===== config.mk =====
export PLATFORM = sky130hd
export DESIGN_NAME = mult_issue
export DESIGN_NICKNAME = d
export VERILOG_FILES = /design/src/rtl/mult_pkg.sv /design/src/rtl/mult_issue_op_fifo.sv /design/src/rtl/mult_issue.sv
export SDC_FILE = /design/constraint.sdc
export NUM_CORES = 1
export LEC_CHECK = 0
export ABC_AREA = 1
export CAP_MARGIN = 40
export CORE_UTILIZATION = 37
export CTS_BUF_LIST = sky130_fd_sc_hd__clkbuf_16
export DETAILED_ROUTE_END_ITERATION = 7
export PLACE_DENSITY = 0.57
export REMOVE_ABC_BUFFERS = 1
export SLEW_MARGIN = 20
export SYNTH_ARGS = -nofsm -noshare
export SYNTH_HDL_FRONTEND = slang
export SYNTH_HIERARCHICAL = 1
export SYNTH_SLANG_ARGS = --single-unit

===== constraint.sdc =====
create_clock -name clk_i -period 3.5 [get_ports clk_i]
set_clock_uncertainty 0.15 [all_clocks]
set_input_delay 0.7 -clock clk_i [delete_from_list [all_inputs] [get_ports clk_i]]
set_output_delay 0.7 -clock clk_i [all_outputs]
set_load 0.03 [all_outputs]

===== src/rtl/mult_pkg.sv =====
// Shared types and constants for the multiplier operand-issue stage.
package mult_pkg;

    localparam int OP_W  = 8;
    localparam int RES_W = 16;

    localparam logic [1:0] ST_IDLE      = 2'd0;
    localparam logic [1:0] ST_ISSUE     = 2'd1;
    localparam logic [1:0] ST_WAIT_BUSY = 2'd2;
    localparam logic [1:0] ST_WAIT_DONE = 2'd3;

    typedef enum logic [1:0] {
        IDLE      = ST_IDLE,
        ISSUE     = ST_ISSUE,
        WAIT_BUSY = ST_WAIT_BUSY,
        WAIT_DONE = ST_WAIT_DONE
    } state_t;

    // Operand pair as stored in the FIFO: a in the upper byte, b in the lower.
    typedef struct packed {
        logic [OP_W-1:0] a;
        logic [OP_W-1:0] b;
    } op_pair_t;

endpackage


===== src/rtl/mult_issue_op_fifo.sv =====
// Synchronous operand-pair FIFO; the head is read combinationally from storage.
module op_fifo
    import mult_pkg::*;
#(
    parameter int DEPTH = 4,
    localparam int AW = $clog2(DEPTH)
) (
    input  logic      clk_i,
    input  logic      rstn_i,
    input  logic      push_i,
    input  logic      pop_i,
    input  op_pair_t  wdata_i,
    output op_pair_t  rdata_o,
    output logic      full_o,
    output logic      empty_o,
    output logic [AW:0] level_o
);

    localparam logic [AW:0] FULL_CNT = (AW+1)'(DEPTH);

    op_pair_t      mem_q [DEPTH];
    logic [AW-1:0] wr_ptr_q, wr_ptr_d;
    logic [AW-1:0] rd_ptr_q, rd_ptr_d;
    logic [AW:0]   cnt_q, cnt_d;
    logic          do_push, do_pop;

    assign full_o  = (cnt_q == FULL_CNT);
    assign empty_o = (cnt_q == '0);
    assign level_o = cnt_q;
    assign rdata_o = mem_q[rd_ptr_q];

    assign do_push = push_i && !full_o;
    assign do_pop  = pop_i && !empty_o;

    always_comb begin
        wr_ptr_d = wr_ptr_q;
        rd_ptr_d = rd_ptr_q;
        cnt_d    = cnt_q;
        if (do_push) wr_ptr_d = wr_ptr_q + 1'b1;
        if (do_pop)  rd_ptr_d = rd_ptr_q + 1'b1;
        case ({do_push, do_pop})
            2'b10:   cnt_d = cnt_q + 1'b1;
            2'b01:   cnt_d = cnt_q - 1'b1;
            default: cnt_d = cnt_q;
        endcase
    end

    always_ff @(posedge clk_i) begin
        if (!rstn_i) begin
            wr_ptr_q <= '0;
            rd_ptr_q <= '0;
            cnt_q    <= '0;
        end else begin
            wr_ptr_q <= wr_ptr_d;
            rd_ptr_q <= rd_ptr_d;
            cnt_q    <= cnt_d;
        end
    end

    // Storage needs no reset; occupancy alone decides what is valid.
    always_ff @(posedge clk_i) begin
        if (do_push) mem_q[wr_ptr_q] <= wdata_i;
    end

endmodule


===== src/rtl/mult_issue.sv =====
// Operand-issue and result-capture stage around the 8x8 sequential multiplier.
//   state     | meaning
//   IDLE      | waiting for a queued pair and a free output register
//   ISSUE     | start pulse high, operands presented
//   WAIT_BUSY | waiting for busy to rise, bounded by BUSY_TO
//   WAIT_DONE | multiplier running; capture product when busy falls
module mult_issue
    import mult_pkg::*;
#(
    parameter int DEPTH   = 4,
    parameter int BUSY_TO = 4,
    localparam int LW = $clog2(DEPTH) + 1
) (
    input  logic             clk_i,
    input  logic             rstn_i,
    input  logic             in_valid_i,
    output logic             in_ready_o,
    input  logic [OP_W-1:0]  in_a_bi,
    input  logic [OP_W-1:0]  in_b_bi,
    output logic             mul_start_o,
    output logic [OP_W-1:0]  mul_a_bo,
    output logic [OP_W-1:0]  mul_b_bo,
    input  logic             mul_busy_i,
    input  logic [RES_W-1:0] mul_y_bi,
    output logic             out_valid_o,
    input  logic             out_ready_i,
    output logic [RES_W-1:0] out_y_bo,
    output logic [LW-1:0]    level_o,
    output logic             err_o
);

    localparam int TW = $clog2(BUSY_TO + 1);
    localparam logic [TW-1:0] TO_LAST = TW'(BUSY_TO - 1);

    state_t           state_q, state_d;
    logic [TW-1:0]    cnt_q, cnt_d;
    logic             start_q, start_d;
    logic [OP_W-1:0]  a_q, a_d, b_q, b_d;
    logic             valid_q, valid_d;
    logic [RES_W-1:0] y_q, y_d;
    logic             err_q, err_d;

    op_pair_t head;
    op_pair_t wdata;
    logic     fifo_full, fifo_empty, fifo_pop;

    assign wdata = '{a: in_a_bi, b: in_b_bi};

    op_fifo #(.DEPTH(DEPTH)) u_fifo (
        .clk_i   (clk_i),
        .rstn_i  (rstn_i),
        .push_i  (in_valid_i),
        .pop_i   (fifo_pop),
        .wdata_i (wdata),
        .rdata_o (head),
        .full_o  (fifo_full),
        .empty_o (fifo_empty),
        .level_o (level_o)
    );

    assign in_ready_o  = !fifo_full;
    assign mul_start_o = start_q;
    assign mul_a_bo    = a_q;
    assign mul_b_bo    = b_q;
    assign out_valid_o = valid_q;
    assign out_y_bo    = y_q;
    assign err_o       = err_q;

    always_comb begin
        state_d  = state_q;
        cnt_d    = cnt_q;
        start_d  = 1'b0;
        a_d      = a_q;
        b_d      = b_q;
        err_d    = err_q;
        y_d      = y_q;
        valid_d  = valid_q && !out_ready_i;
        fifo_pop = 1'b0;
        case (state_q)
            IDLE: begin
                // Only issue when the output register is free or freeing this edge.
                if (!fifo_empty && (!valid_q || out_ready_i)) begin
                    fifo_pop = 1'b1;
                    a_d      = head.a;
                    b_d      = head.b;
                    start_d  = 1'b1;
                    state_d  = ISSUE;
                end
            end
            ISSUE: begin
                cnt_d   = '0;
                state_d = WAIT_BUSY;
            end
            WAIT_BUSY: begin
                if (mul_busy_i) begin
                    state_d = WAIT_DONE;
                end else begin
                    cnt_d = cnt_q + 1'b1;
                    if (cnt_q == TO_LAST) begin
                        err_d   = 1'b1;
                        state_d = IDLE;
                    end
                end
            end
            WAIT_DONE: begin
                if (!mul_busy_i) begin
                    y_d     = mul_y_bi;
                    valid_d = 1'b1;
                    state_d = IDLE;
                end
            end
            default: state_d = IDLE;
        endcase
    end

    always_ff @(posedge clk_i) begin
        if (!rstn_i) begin
            state_q <= IDLE;
            cnt_q   <= '0;
            start_q <= 1'b0;
            a_q     <= '0;
            b_q     <= '0;
            valid_q <= 1'b0;
            y_q     <= '0;
            err_q   <= 1'b0;
        end else begin
            state_q <= state_d;
            cnt_q   <= cnt_d;
            start_q <= start_d;
            a_q     <= a_d;
            b_q     <= b_d;
            valid_q <= valid_d;
            y_q     <= y_d;
            err_q   <= err_d;
        end
    end

endmodule


**Word-level counts from Yosys, hierarchy flattened**

Memories as Yosys holds them, arrays and structs flattened. A register that Yosys moved wholly into a read port is not among the register bits.
Index checks and enable logic that the tools add are counted.

- Memory bits (writable): 64
- Output and inout bits: 39
- Bits in read-only memories: 0
- Latch bits: 0
- Memories kept: 1
- Register bits after elaboration: 31

Memory list:

| name | depth | bits a word | read ports | clocked after memory_dff | wr ports | RTL line | RTL |
|---|---|---|---|---|---|---|---|
| u_fifo.mem_q | 4 | 16 | 1 | 1 | 1 | mult_issue_op_fifo.sv:21 | `op_pair_t mem_q [DEPTH];` |

- Add/subtract/negate cells: 5
- Bitwise operators: 1
- Multipliers: 0
- Multiplexer cells: 14
- Magnitude comparators: 0
- Shift operators: 0
- Divide/modulo/power cells: 0
- Eq/ne operators: 11
- Reduce and logical (&&, ||, !) cells: 19

Operators with widths:

| cell | count |
|---|---|
| $pmux W3 S2 | 2 |
| $mux W2 | 4 |
| $pmux W2 S4 | 1 |
| $add A3 B1 Y3 const B | 2 |
| $eq A2 B2 Y1 const B | 3 |
| $mux W1 | 6 |
| $ne A2 B2 Y1 const B | 3 |
| $reduce_and A2 Y1 | 3 |
| $reduce_and A3 Y1 | 2 |
| $logic_not A1 Y1 | 5 |
| $add A2 B1 Y2 const B | 2 |
| $eq A2 B1 Y1 const B | 2 |
| $logic_and A1 B1 Y1 | 4 |
| $reduce_bool A2 Y1 | 2 |
| $eq A3 B2 Y1 const B | 1 |
| $eq A3 B3 Y1 const B | 1 |
| $logic_not A3 Y1 | 1 |
| $mux W3 | 1 |
| $ne A3 B3 Y1 const B | 1 |
| $sub A3 B1 Y3 const B | 1 |
| $logic_not A2 Y1 | 1 |
| $logic_or A1 B1 Y1 | 1 |
| $not A1 Y1 | 1 |

**Depth between registers and ports, before layout**

Gate-level depths: netlist (run 1).

- Depth in word-level cells: 8
- Depth in mapped cells: 18
- Gate-level depth less buffers: 17

**By module**

Netlist (run 1), hierarchy kept.

Modules (own cells, without submodules):

| module | cells each | times used | area each (um^2) |
|---|---|---|---|
| op_fifo | 224 | 1 | 2849.0 |
| mult_issue | 261 | 1 | 1779.2 |

**Least setup slack after synthesis (run 1)**

Ideal clock, no wire load.

- Path type: register -> register
- From: reg u_fifo.cnt_q[2], in the netlist u_fifo/level_o[2]
- To: reg u_fifo.cnt_q[2], in the netlist u_fifo/level_o[2]
- Slack: 944 ps
- Library setup time: 113 ps
- Stages on the path, launching flop included: 19
- Buffers on the path: 1
- Arrival: 2294 ps
- Clock period less this slack: 2556 ps
- Cells stage by stage: dfxtp_1 -> inv_1 -> nand2_1 -> inv_1 -> clkinv_1 -> nand3_4 -> buf_6 -> inv_1 -> nand2_1 -> inv_1 -> ha_1 -> inv_1 -> fa_1 -> inv_1 -> nand2_1 -> nand3_1 -> nand2_1 -> nand2_1 -> nor2_1

- Word-level cells in the longest chain between the ends: 8
- Elaborated cells on any way between the ends: 15

Ends and longest elaborated chain:

| item | RTL line | RTL |
|---|---|---|
| from (decl) | mult_issue_op_fifo.sv:24 | `logic [AW:0] cnt_q, cnt_d;` |
| from (signal assigned) | mult_issue_op_fifo.sv:56 | `cnt_q <= cnt_d;` |
| $logic_not A3 Y1 * | mult_issue_op_fifo.sv:28 | `assign empty_o = (cnt_q == '0);` |
| via fifo_empty | mult_issue.sv:45 | `logic fifo_full, fifo_empty, fifo_pop;` |
| $logic_not A1 Y1 * | mult_issue.sv:82 | `if (!fifo_empty && (!valid_q \|\| out_ready_i)) begin` |
| $logic_and A1 B1 Y1 * | mult_issue.sv:82 |  |
| $mux W1 * | mult_issue.sv:82 |  |
| $mux W1 * | mult_issue.sv:79 | `case (state_q)` |
| via fifo_pop | mult_issue.sv:45 |  |
| $logic_and A1 B1 Y1 * | mult_issue_op_fifo.sv:33 | `assign do_pop = pop_i && !empty_o;` |
| via u_fifo.do_pop | mult_issue_op_fifo.sv:25 | `logic do_push, do_pop;` |
| $eq A2 B1 Y1 / $eq A2 B2 Y1 (equally long branches) | mult_issue_op_fifo.sv:41 | `case ({do_push, do_pop})` |
| $pmux W3 S2 / $reduce_bool A2 Y1 (equally long branches) | n/a |  |

The timed path passes the listed nets; every way through them passes the cells marked *.
A chain may end at the register's enable or synchronous reset.

**Worst setup path after layout (run 1)**

Same ends and word-level chain as after synthesis.

==> flow_summary.toml, run 1 <==
[die]
core_um2 = 12100
fp.dieH_um = 114
dieArea_um2 = 13000
row_count = 40
initial_core_util_pct = 38.2
chipWidth_um = 114
boundaryPins = 76

[synthesis]
synth_compound_area_share_pct = 8.87
synth_top_family_by_area = "simple AND/OR/NAND/NOR gates"
yosysUniqueCellTypes = 24
synth-seq-cells = 113
netlist_area_um2 = 4630
syn_inst = 485
synth_xor_area_share_pct = 0
ys_warn_count = 6
synthMuxAreaShare_pct = 0
yosys.area_share.simple_pct = 17.1
yosysSeqAreaShare_pct = 62.7
synth_fa_ha_area_share_pct = 2.32
syn_area_per_cell_um2 = 9.54

[final_layout]
antennaDiodeCount = 0
drive_above_1_share_pct = 8.58
area_growth_pct = 33.6
fill_cells = 1119
finalNetCount = 615
regArea_um2 = 2900
multi_input_area_um2 = 1310
fin_cells = 751
utilization_pct = 51.1

[clocking]
cts_buffer_depth = 2
root_buffer = "clkbuf_16"
ctsHoldBuffers = 0
postCtsSetupRepairBufs = 0
cts_tree = "yes"
ctsHtreeMaxLevel = 4
clk_latency_ns = 0.41
cts_resized = 0
cts_sinks = 113
clkTransAtPathRegs_ns = 0.05
cts_buffers = 17

[route]
drt_iter0_drc = 182
dr.pass1.iters = 5
ant_nets = 0
drt-total-wl_um = 9460
vias = 3385
avgRoutedWirePerCell_um = 12.6
drcViolationCount = 0
viasPerCell = 4.51

[timing]
period_share_pct = 76.6
slew_viol_final = 0
hold-worst-slack_ns = 0.324
rsz0062_at_grt = "no"
worst_pin_slew_ns = 0.691
fmax_ghz = 0.373
period_needed_ns = 2.68
hold_viol = 0
tns_ns = 0
relSlewSlack_pct = 53.9
setup_viol = 0

[status]
status = "finished clean"

[setup_path]
critical-path-max-stage-delay_ns = 0.38
cp.arrival_ns = 2.84
worstReg2RegStart = "u_fifo/level_o[2]$_SDFFE_PN0P_"
reg2reg_to = "u_fifo/level_o[2]$_SDFFE_PN0P_"
cp.required_ns = 3.66
cp_slowest_cell = "fa_1"
crit_type = "reg -> reg"
cp_common_cell = "inv_1"
rrSetupSlack_ns = 0.82
cp-end-kind = "flip-flop"
cp_max_fo = 18
worst_r2r_path_depth = 18
critPathLaunchType = "flip-flop"
path_cells = "inv_1, nand2_1, inv_1, clkinv_1, buf_4, nand3_4, inv_1, nand2_1, inv_1, ha_1, inv_1, fa_1, inv_1, nand2_1, nand3_1, nand2_1, nand2_1, nor2_1"

[pwr]
leakage_nw = 2.51
power_mw = 5.02
ir_drop_v = 0.000372
power_density_nw_per_um2 = 812

[place]
io_buffers = 75
hpwl_um = 6010
routabilityCongestion = 0.775
placed_cells = 719

[min_path]
holdCritStartpoint = "err_o$_SDFFE_PN0P_"
min_delay_path_depth = 2
holdPathEnd = "err_o$_SDFFE_PN0P_"
hold_path.class = "reg -> reg"

[global_routing]
grt_start_max_net_pins = 34
overflow = 0
grt_antenna_before_repair = 0
grt_pass1_wl_um = 15200
grt_pass1_vias = 3073
grt_usage_pct = 15.6

[flow_run]
cap_violations = 0
## cells by family after synthesis
logic type                 count (synthesis)
AOI/OAI and AO/OA                         78
adders and majority gates                  8
buffers and inverters                    101
DFF                                      113
and+or+nand+nor                          185
## state kept, by name, summed over array words and instances, names as in the netlist, named ones only
signal / flops
u_fifo/mem_q: 64
out_y_bo: 16
mul_a_bo: 8
mul_b_bo: 8
cnt_q: 3
u_fifo/level_o: 3
state_q: 2
u_fifo/rd_ptr_q: 2
u_fifo/wr_ptr_q: 2
err_o: 1
mul_start_o: 1
out_valid_o: 1
## report_power, final
| group | total [mW] | internal, mW | switching [mW] |
|---|---|---|---|
| Combinational | 1.53 | 0.555 | 0.979 |
| Clock | 1.78 | 1.18 | 0.595 |
| Sequential | 1.71 | 1.60 | 0.113 |
| Total | 5.02 | 3.33 | 1.69 |
## through the flow
| step | area, um^2 | setup slack (ns) |
|---|---|---|
| floorplan | 4520 | 0.895 |
| global placement | 5550 | 0.496 |
| detailed placement | 5570 | 0.465 |
| CTS | 6180 | 0.804 |
| global route | 6180 | 0.552 |
| finish | 6180 | 0.817 |
## critical path: cells and delay by family (launching register included)
family                   cells  cell delay (ns)
flip-flops                   1             0.37
buffers and inverters        8             0.79
AND/OR/NAND/NOR              8             0.70
adder cells (fa/ha/maj)      2             0.56
## cells in the mapped netlist
master	instances	area share, %
nor2_1	95	7.7
inv_1	79	6.4
edfxtp_1	64	42
nand2_1	57	4.6
dfxtp_1	49	21
o21ai_1	28	3.0
o21ai_0	23	2.5
nand4_1	16	2.2
o22ai_1	16	2.2
a21oi_1	11	1.2
nand3_1	9	0.97
buf_2	7	0.76
ha_1	7	1.9
clkbuf_1	6	0.49
buf_4	3	0.49
nand2_2	3	0.41
buf_6	2	0.49
inv_2	2	0.16
nand3_4	2	0.76
nor2_2	2	0.27
buf_1	1	0.081
clkinv_1	1	0.081
fa_1	1	0.43
nor2_4	1	0.24
## final cells by class
class / instances / area share (%)
Inverter: 82 / 4.98
Multi-Input combinational cell: 271 / 21.2
Clock inverter: 15 / 3.12
Clock buffer: 17 / 6.88
Sequential cell: 113 / 46.9
Timing Repair Buffer: 85 / 13.5
Tap cell: 168 / 3.40
## worst max path at each step
| stage | start | to | slack (ns) | cells after the start |
|---|---|---|---|---|
| global placement | out_ready_i | u_fifo/level_o[2]$_SDFFE_PN0P_ | 0.50 | 16 |
| floorplan | u_fifo/level_o[2]$_SDFFE_PN0P_ | u_fifo/level_o[2]$_SDFFE_PN0P_ | 0.90 | 17 |
| finish | u_fifo/level_o[2]$_SDFFE_PN0P_ | u_fifo/level_o[2]$_SDFFE_PN0P_ | 0.82 | 18 |
| CTS | u_fifo/level_o[2]$_SDFFE_PN0P_ | u_fifo/level_o[2]$_SDFFE_PN0P_ | 0.80 | 18 |
| global route | u_fifo/level_o[2]$_SDFFE_PN0P_ | u_fifo/level_o[2]$_SDFFE_PN0P_ | 0.55 | 18 |
| detailed placement | out_ready_i | u_fifo/level_o[2]$_SDFFE_PN0P_ | 0.47 | 16 |
## layout by cell type, fill, tap and decap left out, drive strengths merged
cell type and n:
nor2 98, inv 81, clkdlybuf4s50 75, edfxtp 64
nand2 60, o21ai 51, dfxtp 49, clkbuf 17
nand4 16, o22ai 16, a21oi 11, nand3 11
buf 10, ha 7, clkinv 7, clkinvlp 5
bufinv 4, fa 1
## per-layer routing
metal  up-vias  GRT usage, %  wire [um]  share of wire [%]
li1       1753             -          -                  -
met1      1530          19.1       4430                 47
met2        85          25.0       4330                 46
met3        17          4.52        502                5.3
met4         0          8.05        199                2.1
met5         -             0          0                  0
No activity file was read; power rests on OpenSTA's default activity.
==> inputs of run 2 (changes only) <==
--- a/config.mk
+++ b/config.mk
@@ -10,7 +10,7 @@
 export CORE_UTILIZATION = 37
 export CTS_BUF_LIST = sky130_fd_sc_hd__clkbuf_16
 export DETAILED_ROUTE_END_ITERATION = 7
-export PLACE_DENSITY = 0.57
+export PLACE_DENSITY = 0.59
 export REMOVE_ABC_BUFFERS = 1
 export SLEW_MARGIN = 20
 export SYNTH_ARGS = -nofsm -noshare
==> constraint.sdc (replaced) <==
create_clock -name clk_i -period 2.28 [get_ports clk_i]
set_clock_uncertainty 0.15 [all_clocks]
set_input_delay 0.456 -clock clk_i [delete_from_list [all_inputs] [get_ports clk_i]]
set_output_delay 0.456 -clock clk_i [all_outputs]
set_load 0.03 [all_outputs]
==> flow_summary.toml, run 2 (same netlist as run 1, synthesis figures left out) <==
[status]
status = "finished clean"

[final_layout]
utilization_pct = 51.6
largest_reg_flops = 64
finalNetCount = 627
top_register = "u_fifo/mem_q"
mostFrequentLayoutCell = "nor2_1"
area_growth_pct = 35.0
antennaDiodeCount = 0
fill_cells = 1147
drive_above_1_share_pct = 10.8
mostFrequentLayoutCells = "nor2_1, inv_1, clkdlybuf4s50_1"

[route]
drt_iter0_drc = 231
drcViolationCount = 0
drt-total-wl_um = 9910
dr.pass1.iters = 4
vias = 3476
viasPerCell = 4.56
avgRoutedWirePerCell_um = 13.0
ant_nets = 0

[setup_path]
critical_path_buf_inv_count = 6
path_cells = "clkdlybuf4s50_1, inv_1, nand2_2, nand3_4, inv_2, nand2_1, inv_1, ha_2, inv_1, fa_2, inv_1, nand2_1, nand3_1, nand2_1, nand2_1, nor2_1"
cp_slowest_cell = "clkdlybuf4s50_1"
critPathLaunchType = "input port"
worst_r2r_path_depth = 17
cp.arrival_ns = 2.30
cpLargestDelayFamily = "buffers and inverters"
critical-path-max-stage-delay_ns = 0.48
cp_max_fo = 3
worst-path-stages = 16
crit_type = "in -> reg"
cp-end-kind = "flip-flop"
cp.required_ns = 2.43

[timing]
hold-worst-slack_ns = 0.326
fmax_ghz = 0.463
worst_pin_slew_ns = 0.554
fin_ws_ns = 0.121
slew_viol_final = 0
hold_viol = 0
relSlewSlack_pct = 63.0
period_share_pct = 94.7
period_needed_ns = 2.16
setup_viol = 0
tns_ns = 0

[min_path]
min_delay_path_depth = 2
hold_path.class = "reg -> reg"

[clocking]
ctsHtreeMaxLevel = 4
root_buffer = "clkbuf_16"
clk_latency_ns = 0.41
cts_tree = "yes"
clkTransAtPathRegs_ns = 0.05
postCtsSetupRepairBufs = 0
cts_buffer_depth = 2
ctsHoldBuffers = 0
cts_sinks = 113
cts_buffers = 17

[global_routing]
grt_start_max_net_pins = 42
grt_antenna_before_repair = 0
grt_pass1_vias = 3270
grt_usage_pct = 16.5
grt_pass1_wl_um = 16000
overflow = 0

[place]
io_buffers = 75
pre_cts_ws_ns = -0.339
routabilityCongestion = 0.769
hpwl_um = 6470

[die]
boundaryPins = 76
chipWidth_um = 114
dieArea_um2 = 13000
core_um2 = 12100
row_count = 40
initial_core_util_pct = 38.2
fp.dieH_um = 114

[pwr]
leakage_nw = 2.57
ir_drop_v = 0.000645
power_density_nw_per_um2 = 1230

[flow_run]
cap_violations = 0
## run 2: cell count changes in the layout (fill, tap and decap cells not counted), moves of 2 or more
| cell | change |
|---|---|
| clkinv_2 | +3 |
| clkinvlp_4 | -4 |
| clkinv_1 | +2 |
| buf_4 | +12 |
## run 2: final timing paths
kind                                       start                        endpoint  slack, ns
setup / recovery                     out_ready_i  u_fifo/level_o[2]$_SDFFE_PN0P_       0.12
hold / removal         out_y_bo[11]$_SDFFE_PN0P_       out_y_bo[11]$_SDFFE_PN0P_       0.33
setup reg to reg  u_fifo/level_o[2]$_SDFFE_PN0P_  u_fifo/level_o[2]$_SDFFE_PN0P_       0.13
hold reg to reg        out_y_bo[11]$_SDFFE_PN0P_       out_y_bo[11]$_SDFFE_PN0P_       0.33
## run 2: routing by layer
layer  track usage [%]  vias up  part of all wire [%]  routed length [um]
met2              26.0       93                    48                4710
li1                  -     1772                     -                   -
met3              5.58        9                   5.0                 494
met5                 0        -                     0                   0
met4              7.27        0                   1.4                 138
met1              20.6     1602                    46                4560
## run 2: repair_timing
action | 4_1_cts | 5_1_grt
setup endpoints to repair | 0 | 2
hold endpoints to repair | 0 | 0
resized for setup | 0 | 6
## run 2: worst min-delay path, stage by stage, from the launching register on
cell     delay [ns]
dfxtp_1        0.32
nor2_1         0.04
nor2_1         0.08
## run 2: power breakdown
group / internal, mW / total [mW] / switching [mW]
registers: 2.46 / 2.60 / 0.142
clock network: 1.68 / 2.57 / 0.882
logic: 0.945 / 2.51 / 1.57
total: 5.08 / 7.68 / 2.59
## run 2: layout make-up
class | instances | area (um^2) | area share [%]
inverter | 82 | 308 | 4.93
clock buffer | 17 | 425 | 6.81
tap | 168 | 210 | 3.36
timing repair buffer | 97 | 931 | 14.9
sequential | 113 | 2900 | 46.5
multi-input combinational | 271 | 1320 | 21.1
clock inverter | 15 | 150 | 2.40
## run 2: per-stage QoR
| step | area [um^2] | cells | power [mW] |
|---|---|---|---|
| 6_report | 6250 | 763 | 7.68 |
| 5_1_grt | 6250 | 763 | 8.17 |
| 4_1_cts | 6240 | 763 | 7.74 |
| 3_5_place_dp | 5660 | 731 | 5.15 |
| 3_3_place_gp | 5660 | 731 | 5.10 |
| 2_1_floorplan | 4520 | 466 | 4.20 |
